[config.mk]
export PLATFORM = sky130hd
export DESIGN_NAME = input_byte_controller
export DESIGN_NICKNAME = d
export VERILOG_FILES = /design/src/rtl/input_byte_controller.sv
export SDC_FILE = /design/constraint.sdc
export NUM_CORES = 1
export LEC_CHECK = 0
export CORE_UTILIZATION = 57
export CTS_CLUSTER_DIAMETER = 50
export DETAILED_ROUTE_END_ITERATION = 16
export GPL_ROUTABILITY_DRIVEN = 0
export HOLD_SLACK_MARGIN = 0.1
export PLACE_DENSITY = 0.82
export SLEW_MARGIN = 20
export SYNTH_ARGS = -nofsm -noshare
export SYNTH_HDL_FRONTEND = slang
export SYNTH_SLANG_ARGS = --single-unit
[constraint.sdc]
create_clock -name clk -period 3.5 [get_ports clk]
set_input_delay 0.7 -clock clk [delete_from_list [all_inputs] [get_ports clk]]
set_output_delay 0.7 -clock clk [all_outputs]
set_load 0.05 [all_outputs]
[src/rtl/input_byte_controller.sv]
// Switch-bank / enter-button sequencer for the core's byte-read instruction.
// Optional sticky overrun detection is built only when INPUT_OVERRUN_EN is defined.
module input_byte_controller #(
    parameter int SETTLE_CYCLES = 16
) (
    input  logic       clk,
    input  logic       reset,
    input  logic [7:0] in,
    input  logic       strobe,
    input  logic       req,
    output logic [7:0] data_out,
    output logic       data_valid,
    input  logic       ack,
    output logic       waiting,
    output logic       overrun
);

    localparam int CNT_W = $clog2(SETTLE_CYCLES + 1);
    localparam logic [CNT_W-1:0] SETTLE_C = CNT_W'(SETTLE_CYCLES);

    localparam logic [2:0] ST_IDLE    = 3'd0;
    localparam logic [2:0] ST_ARMED   = 3'd1;
    localparam logic [2:0] ST_SETTLE  = 3'd2;
    localparam logic [2:0] ST_PRESENT = 3'd3;
    localparam logic [2:0] ST_RELEASE = 3'd4;

    logic [7:0]       in_meta_q, in_meta_d, in_s_q, in_s_d;
    logic             strobe_meta_q, strobe_meta_d, strobe_s_q, strobe_s_d;
    logic [2:0]       state_q, state_d;
    logic [CNT_W-1:0] cnt_q, cnt_d;
    logic [7:0]       shadow_q, shadow_d;
    logic [7:0]       data_out_q, data_out_d;
    logic             data_valid_q, data_valid_d;
    logic             waiting_q, waiting_d;

    function automatic logic [CNT_W-1:0] sat_inc(input logic [CNT_W-1:0] c);
        return (c >= SETTLE_C) ? SETTLE_C : c + CNT_W'(1);
    endfunction

    always_comb begin
        in_meta_d     = in;
        in_s_d        = in_meta_q;
        strobe_meta_d = strobe;
        strobe_s_d    = strobe_meta_q;
        state_d       = state_q;
        cnt_d         = cnt_q;
        shadow_d      = shadow_q;
        data_out_d    = data_out_q;
        data_valid_d  = data_valid_q;

        case (state_q)
            ST_IDLE: begin
                cnt_d        = '0;
                data_valid_d = 1'b0;
                if (req) state_d = ST_ARMED;
            end
            ST_ARMED: begin
                if (!req) begin
                    state_d = ST_IDLE;
                end else if (strobe_s_q) begin
                    state_d  = ST_SETTLE;
                    cnt_d    = CNT_W'(1);
                    shadow_d = in_s_q;
                end
            end
            ST_SETTLE: begin
                // Bounce is checked before the terminal count so a byte that
                // changes on the last settle cycle is never captured.
                if (!req) begin
                    state_d = ST_IDLE;
                    cnt_d   = '0;
                end else if (!strobe_s_q || (in_s_q != shadow_q)) begin
                    state_d = ST_ARMED;
                    cnt_d   = '0;
                end else if (cnt_q == SETTLE_C) begin
                    state_d      = ST_PRESENT;
                    cnt_d        = '0;
                    data_out_d   = shadow_q;
                    data_valid_d = 1'b1;
                end else begin
                    cnt_d = sat_inc(cnt_q);
                end
            end
            ST_PRESENT: begin
                data_valid_d = 1'b1;
                if (ack) begin
                    state_d      = ST_RELEASE;
                    data_valid_d = 1'b0;
                    cnt_d        = '0;
                end
            end
            ST_RELEASE: begin
                if (cnt_q == SETTLE_C) begin
                    state_d = ST_IDLE;
                    cnt_d   = '0;
                end else if (strobe_s_q) begin
                    cnt_d = '0;
                end else begin
                    cnt_d = sat_inc(cnt_q);
                end
            end
            default: begin
                state_d      = ST_IDLE;
                cnt_d        = '0;
                data_valid_d = 1'b0;
            end
        endcase

        waiting_d = (state_d == ST_ARMED) || (state_d == ST_SETTLE);
    end

    always_ff @(posedge clk) begin
        if (reset) begin
            in_meta_q     <= '0;
            in_s_q        <= '0;
            strobe_meta_q <= 1'b0;
            strobe_s_q    <= 1'b0;
            state_q       <= ST_IDLE;
            cnt_q         <= '0;
            shadow_q      <= '0;
            data_out_q    <= '0;
            data_valid_q  <= 1'b0;
            waiting_q     <= 1'b0;
        end else begin
            in_meta_q     <= in_meta_d;
            in_s_q        <= in_s_d;
            strobe_meta_q <= strobe_meta_d;
            strobe_s_q    <= strobe_s_d;
            state_q       <= state_d;
            cnt_q         <= cnt_d;
            shadow_q      <= shadow_d;
            data_out_q    <= data_out_d;
            data_valid_q  <= data_valid_d;
            waiting_q     <= waiting_d;
        end
    end

    assign data_out   = data_out_q;
    assign data_valid = data_valid_q;
    assign waiting    = waiting_q;

`ifdef INPUT_OVERRUN_EN
    logic strobe_prev_q, strobe_prev_d;
    logic overrun_q, overrun_d;
    logic strobe_rise;

    // A press with nobody asking: IDLE, or RELEASE once the release is complete.
    always_comb begin
        strobe_prev_d = strobe_s_q;
        strobe_rise   = strobe_s_q & ~strobe_prev_q;
        overrun_d     = overrun_q;
        if ((state_q == ST_PRESENT) && ack) overrun_d = 1'b0;
        if (strobe_rise && ((state_q == ST_IDLE) ||
                            ((state_q == ST_RELEASE) && (cnt_q == SETTLE_C))))
            overrun_d = 1'b1;
    end

    always_ff @(posedge clk) begin
        if (reset) begin
            strobe_prev_q <= 1'b0;
            overrun_q     <= 1'b0;
        end else begin
            strobe_prev_q <= strobe_prev_d;
            overrun_q     <= overrun_d;
        end
    end

    assign overrun = overrun_q;
`else
    assign overrun = 1'b0;
`endif

endmodule

==> run metrics, run 1 <==
vias per inst=roughly 5.5; Fillers=roughly 230; Place WS=0.825 ns; Die Height=57.5 um; worst-path fanout max=8; total global-route track usage=between 20% and 30%; RSZ-0062 raised after global routing=no; # DRC=1; critical path launch point type=input pin; WP data required=about 3.8 ns; first-pass GRT wire length=5290 um; worst setup path category=in -> reg; Fmax achieved=roughly 0.43 GHz; I/O Pins=24; clk sinks=44; GRT Residual Overflow=0; CP Launch Point=req; Layout area overhead=16.8%; final setup TNS=0 ns; TritonCTS buffer count=5; Post-Route WL=about 3100 um; row count=19; critical-path cell list=clkdlybuf4s50_1 -> and4bb_1 -> nand2_1 -> nor4_4 -> mux2i_1 -> nor2_1; commonest non-fill, non-tap cells in the layout=44 x dfxtp_1, 23 x nor2_1, 22 x clkdlybuf4s50_1; Syn Std Cell Area=approximately 0.0018 mm2; Worst VDD drop=0.345 mV; hold path depth=1; Clk pin slew, worst setup/hold paths=about 0.12 ns; class of the worst hold path=reg -> reg; vias in the first global route=1199; Avg Cell Area, Syn=approximately 9.8 um2; Slew HR=50.9%; max cap viols=0; WP depth=6; sequential area share after synthesis=between 50% and 60%; Top Usage Layer GRT=met2; R2R cell count=7; Worst Tran Pin Value=roughly 0.73 ns; # diodes=0; dpl hpwl=~2300 um; area leader, netlist=dfxtp_1; Post-Syn Nets=194; Hold-fix buffers, CTS=0; port bufs=22; Setup crit end kind=flop; initial antenna violation count=0; Leak=0.721 nW; via count=approximately 1300; Root Buffer=clkbuf_4; Reg-to-Reg Start=cnt_q[0]$_SDFFE_PP0P_; largest net degree at the start of global routing=25; critical path's slowest cell=nor4_4; Bufs on Longest Clock Path=2; die width=approximately 58 um; PD cells=between 300 and 400 mW/mm2; Slew Viols, Final=0; CP max stage delay=0.56 ns; GR Util met2=33.6%; Final Hold Fails=0; Worst-Skew Late Latency=approximately 0.36 ns; failing checks=design-rule violations; DIE AREA=between 0.003 and 0.004 mm2; met3 Use GR=approximately 6.8%; cell family with most CP delay=simple AND/OR/NAND/NOR gates; iteration-0 DRC count of the detailed router=41; GR Util met1=a little over a quarter; EDFF count, synth=0; post-CTS setup buffers=0; Routed wire per std cell=about 13 um; post-CTS resize count=0; Syn Inst Count=about 180; antenna-violating nets left=0; core box area=between 0.002 and 0.003 mm2; First-pass DRT Iterations=10; Final Worst Setup Slack=around 1.2 ns; share of the synthesized area in the top cell type=roughly half; FFs w/ async S/R, synth=0%; post-synth cell types=35; largest cells by area after synthesis=dfxtp_1 50%, mux2i_1 9.1%, nor2b_1 7.1%; most common cell after layout, fill and taps aside=dfxtp_1; layout cell share with drive strength beyond 1=6.40%; CP Buf/Inv Count=1; Clock Skew=between 0.015 and 0.02 ns; NumNets Final=about 220; HP Start=in_meta_q[4]$_SDFF_PP0_; ys flop type=dfxtp_1; status=finished, violations left; CTS tree=built; Setup Viol. Count Final=0; initial core utilization=62.1%; warnings from Yosys=0; fin crit share=around 66%; CP arrival=2.56 ns; FF+latch count, synth=between 40 and 50; H-tree level count=2; fin crit period=between 2 and 2.5 ns
==> metrics by stage <==
| stage | hold WS, ns | cell area (um2) | util, % | total power, mW | instances |
|---|---|---|---|---|---|
| detailed placement | 0.425 | 2000 | 70.8 | 0.589 | 227 |
| global placement | 0.419 | 2000 | 70.8 | 0.587 | 227 |
| floorplan | 0.414 | 1760 | - | 0.567 | 179 |
| finish | 0.450 | 2050 | 72.5 | 0.807 | 234 |
| CTS | 0.452 | 2050 | 72.5 | 0.818 | 234 |
| global route | 0.462 | 2050 | 72.5 | 0.840 | 234 |
==> worst reg2reg max path, stage by stage (launching register included) <==
cell and delay, ns:
dfxtp_1 0.36, inv_1 0.08, ha_1 0.16, and4bb_2 0.29, nand2_1 0.11, nor4_4 0.56, mux2i_1 0.27, nor2_1 0.06
==> synthesized netlist by cell type (all sizes together), types with 2 or more instances <==
cell type and n:
xor2 2, nand2 8, o21a 2, nor2b 20, clkbuf 5, o21ai 4
nand2b 3, nand3 2, xnor2 8, buf 3, a21oi 8, a311oi 2
ha 2, nor4 2, mux2i 16, inv 4, nand4 2, a31oi 3
nor2 23, and4bb 2, dfxtp 44, a211oi 2, nor3 4
==> per-layer routing <==
metal | vias to the layer above | wire length (um)
li1 | 654 | -
met1 | 601 | 1460
met2 | 36 | 1470
met3 | 5 | 135
met4 | 0 | 56
met5 | - | 0
==> registers in the layout, indices dropped and copies added, names as in the netlist <==
name / cells
data_out: 8
in_meta_q: 8
in_s_q: 8
shadow_q: 8
cnt_q: 5
state_q: 3
data_valid: 1
strobe_meta_q: 1
strobe_s_q: 1
waiting: 1
==> power breakdown <==
group / internal, mW / leakage [nW] / total [mW] / switching, mW
clock: 0.0733 / 0.0271 / 0.230 / 0.156
sequential: 0.512 / 0.359 / 0.519 / 0.00706
combinational: 0.0292 / 0.335 / 0.0585 / 0.0293
==> layout make-up <==
class / instances / area [um2] / area share [%]
Timing Repair Buffer: 25 / 243 / 11.8
Tap cell: 31 / 38.8 / 1.89
Inverter: 4 / 15.0 / 0.732
Sequential cell: 44 / 881 / 42.9
Clock inverter: 2 / 12.5 / 0.610
Multi-Input combinational cell: 123 / 825 / 40.2
Clock buffer: 5 / 37.5 / 1.83
==> cells by family (layout without fill, tap and decap cells) <==
kind of cell	after synthesis	after routing	synth area share, %
DFF	44	44	50.1
adders and majority gates	2	2	1.42
AOI/OAI and AO/OA	26	26	9.54
xor gates and xnor gates	10	10	4.99
other	1	1	0.213
muxes	16	16	9.12
buffers and inverters	12	36	2.92
and+or+nand+nor	68	68	21.7
==> final timing paths <==
kind	endpoint	slack (ns)
max	data_out[1]$_SDFFE_PP0P_	1.19
min	in_s_q[4]$_SDFF_PP0_	0.45
min reg2reg	in_s_q[4]$_SDFF_PP0_	0.45
max reg2reg	data_out[1]$_SDFFE_PP0P_	1.50
(Power assumes the default switching activity.)
==> run 2: changes to the inputs <==
--- a/config.mk
+++ b/config.mk
@@ -5,12 +5,12 @@
 export SDC_FILE = /design/constraint.sdc
 export NUM_CORES = 1
 export LEC_CHECK = 0
-export CORE_UTILIZATION = 57
+export CORE_UTILIZATION = 48
 export CTS_CLUSTER_DIAMETER = 50
 export DETAILED_ROUTE_END_ITERATION = 16
 export GPL_ROUTABILITY_DRIVEN = 0
 export HOLD_SLACK_MARGIN = 0.1
-export PLACE_DENSITY = 0.82
+export PLACE_DENSITY = 0.74
 export SLEW_MARGIN = 20
 export SYNTH_ARGS = -nofsm -noshare
 export SYNTH_HDL_FRONTEND = slang
==> constraint.sdc (replaced) <==
create_clock -name clk -period 1.95 [get_ports clk]
set_input_delay 0.39 -clock clk [delete_from_list [all_inputs] [get_ports clk]]
set_output_delay 0.39 -clock clk [all_outputs]
set_load 0.05 [all_outputs]
==> run metrics, run 2 (synthesized netlist as in run 1, its figures left out) <==
Layout area overhead=22.1% (was 16.8%); Worst VDD drop=0.492 mV (was 0.345 mV); cell family with most CP delay=buffers and inverters (was simple AND/OR/NAND/NOR gates); CP Buf/Inv Count=1 (unchanged); final instance area=0.00214 mm2 (was 0.00205 mm2); Setup Viol. Count Final=0 (unchanged); Pwr Total=1.46 mW (was 807 uW); Slew Viols, Final=0 (unchanged); Bufs on Longest Clock Path=2 (unchanged); max cap viols=0 (unchanged); via count=1327 (was 1296); vias per inst=5.16 (was 5.54); HP Start=in_meta_q[6]$_SDFF_PP0_ (was in_meta_q[4]$_SDFF_PP0_); Setup crit end kind=primary output (was flop); Final Worst Setup Slack=0.0731 ns (was 1.19 ns); dpl hpwl=2370 um (was 2280 um); placed instance area=0.00207 mm2 (was 0.00200 mm2); Final Hold Fails=0 (unchanged); R2R setup slack=0.19 ns (was 1.50 ns); worst setup path category=reg -> out (was in -> reg); Hold Crit Endpoint=in_s_q[6]$_SDFF_PP0_ (was in_s_q[4]$_SDFF_PP0_); Worst-Skew Late Latency=0.34 ns (was 0.36 ns); Post-Route WL=3210 um (was 3120 um); Hold-fix buffers, CTS=0 (unchanged); commonest non-fill, non-tap cells in the layout=44 x dfxtp_1, 23 x nor2_1, 20 x nor2b_1 (was 44 x dfxtp_1, 23 x nor2_1, 22 x clkdlybuf4s50_1); class of the worst hold path=reg -> reg (unchanged); Place WS=-0.0912 ns (was 0.825 ns); critical path launch point type=flop (was input pin); CTS tree=built (unchanged); vias in the first global route=1251 (was 1199); Min Hold Slack=0.447 ns (was 0.450 ns); DIE AREA=0.00391 mm2 (was 0.00331 mm2); First-pass DRT Iterations=5 (was 10); antenna-violating nets left=0 (unchanged); CP arrival=1.49 ns (was 2.56 ns); TritonCTS buffer count=5 (unchanged); RSZ-0062 raised after global routing=no (unchanged); NumNets Final=225 (was 218); status=finished, final reports clean (was finished, violations left); fin crit period=1.88 ns; port bufs=22 (unchanged); # diodes=0 (unchanged); Die Height=62.5 um (was 57.5 um); worst-path fanout max=2 (was 8); H-tree level count=2 (unchanged); Root Buffer=clkbuf_4 (unchanged); row count=21 (was 19); fin crit share=about 96%; critical path's slowest cell=clkdlybuf4s50_1 (was nor4_4); initial core utilization=51.4% (was 62.1%); first-pass GRT wire length=5480 um (was 5290 um); die width=62.5 um (was 57.5 um); most common cell after layout, fill and taps aside=dfxtp_1 (unchanged); Slew HR=66.6% (was 50.9%); I/O Pins=24 (unchanged); CP max stage delay=0.80 ns (was 0.56 ns); Leak=0.891 nW (was 0.721 nW); total global-route track usage=18.1% (was 21.6%); # DRC=0 (was 1); Clock Skew=0.0100 ns (was 0.0161 ns); Fmax achieved=0.533 GHz; WP data required=1.56 ns (was 3.75 ns); hold path depth=1 (unchanged); largest net degree at the start of global routing=27 (was 25); Routed wire per std cell=12.5 um (was 13.3 um); critical-path cell list=clkdlybuf4s50_1 (was clkdlybuf4s50_1 -> and4bb_1 -> nand2_1 -> nor4_4 -> mux2i_1 -> nor2_1); R2R cell count=8 (was 7); core box area=0.00342 mm2 (was 0.00283 mm2); Clk pin slew, worst setup/hold paths=0.12 ns (about the same); Reg-to-Reg Start=cnt_q[0]$_SDFFE_PP0P_ (unchanged); GRT Residual Overflow=0 (unchanged); Worst Tran Pin Value=0.500 ns (was 0.731 ns); initial antenna violation count=0 (unchanged); PD cells=682 mW/mm2 (was 394 mW/mm2); layout cell share with drive strength beyond 1=9.00% (was 6.40%); iteration-0 DRC count of the detailed router=93 (was 41); RR Endpoint=data_out[0]$_SDFFE_PP0P_ (was data_out[1]$_SDFFE_PP0P_); clk sinks=44 (unchanged)
run 2: changes by cell type in the layout (fill, tap and decap cells not counted):
cell,delta
buf_4,+7
clkdlybuf4s50_1,-7
clkinvlp_4,-1
clkinv_4,+1
clkbuf_1,+2
dlymetal6s2s_1,+7
clkinv_2,-1
run 2: layer usage:
layer	vias to the layer above	GRT usage (%)	wire length, um
li1	669	-	-
met1	622	20.2	1360
met2	34	32.5	1670
met3	2	6.02	164
met4	0	5.23	25
met5	-	0	0
run 2: cell type report:
type | instances | area [um2]
multi-input combinational | 123 | 825
fill | 286 | 1270
timing repair buffer | 32 | 313
clock inverter | 1 | 8.76
tap | 46 | 57.6
clock buffer | 7 | 45.0
sequential | 44 | 881
inverter | 4 | 15.0
run 2: worst reg2reg max path, stage by stage, from the launching register on:
cell and delay, ns:
dfxtp_1 0.36, inv_1 0.08, ha_1 0.17, and4bb_2 0.29
nand2_1 0.10, nor4_4 0.16, buf_4 0.22, mux2i_1 0.23
nor2_1 0.06
run 2: metrics by stage:
step | std cells | utilization (%) | TNS [ns]
global placement | 249 | 60.7 | -0.0337
global route | 257 | 62.8 | 0
finish | 257 | 62.8 | 0
CTS | 257 | 62.3 | 0
detailed placement | 249 | 60.7 | -0.412
floorplan | 179 | - | 0
run 2: worst max-delay path by stage:
stage / startpoint / endpoint / slack [ns] / cells after the start
final: data_out[7]$_SDFFE_PP0P_ / data_out[7] / 0.07 / 1
after global routing: data_out[2]$_SDFFE_PP0P_ / data_out[2] / 0.003 / 1
after CTS: data_out[6]$_SDFFE_PP0P_ / data_out[6] / 0.02 / 1
after detailed placement: req / data_out[0]$_SDFFE_PP0P_ / -0.09 / 7
after global placement: req / data_out[7]$_SDFFE_PP0P_ / -0.02 / 7
after floorplan: cnt_q[0]$_SDFFE_PP0P_ / data_out[0]$_SDFFE_PP0P_ / 0.24 / 7
run 2: where the power goes:
part	internal, mW	switching (mW)	total (mW)
logic	0.0575	0.0547	0.112
registers	0.920	0.0121	0.932
clock network	0.145	0.274	0.419
total	1.12	0.341	1.46
run 2: repair_timing:
item | CTS | global route
gates resized for setup | 0 | 7
endpoints found under the setup margin | 0 | 7
setup buffers | 0 | 0
endpoints found under the hold margin | 0 | 0
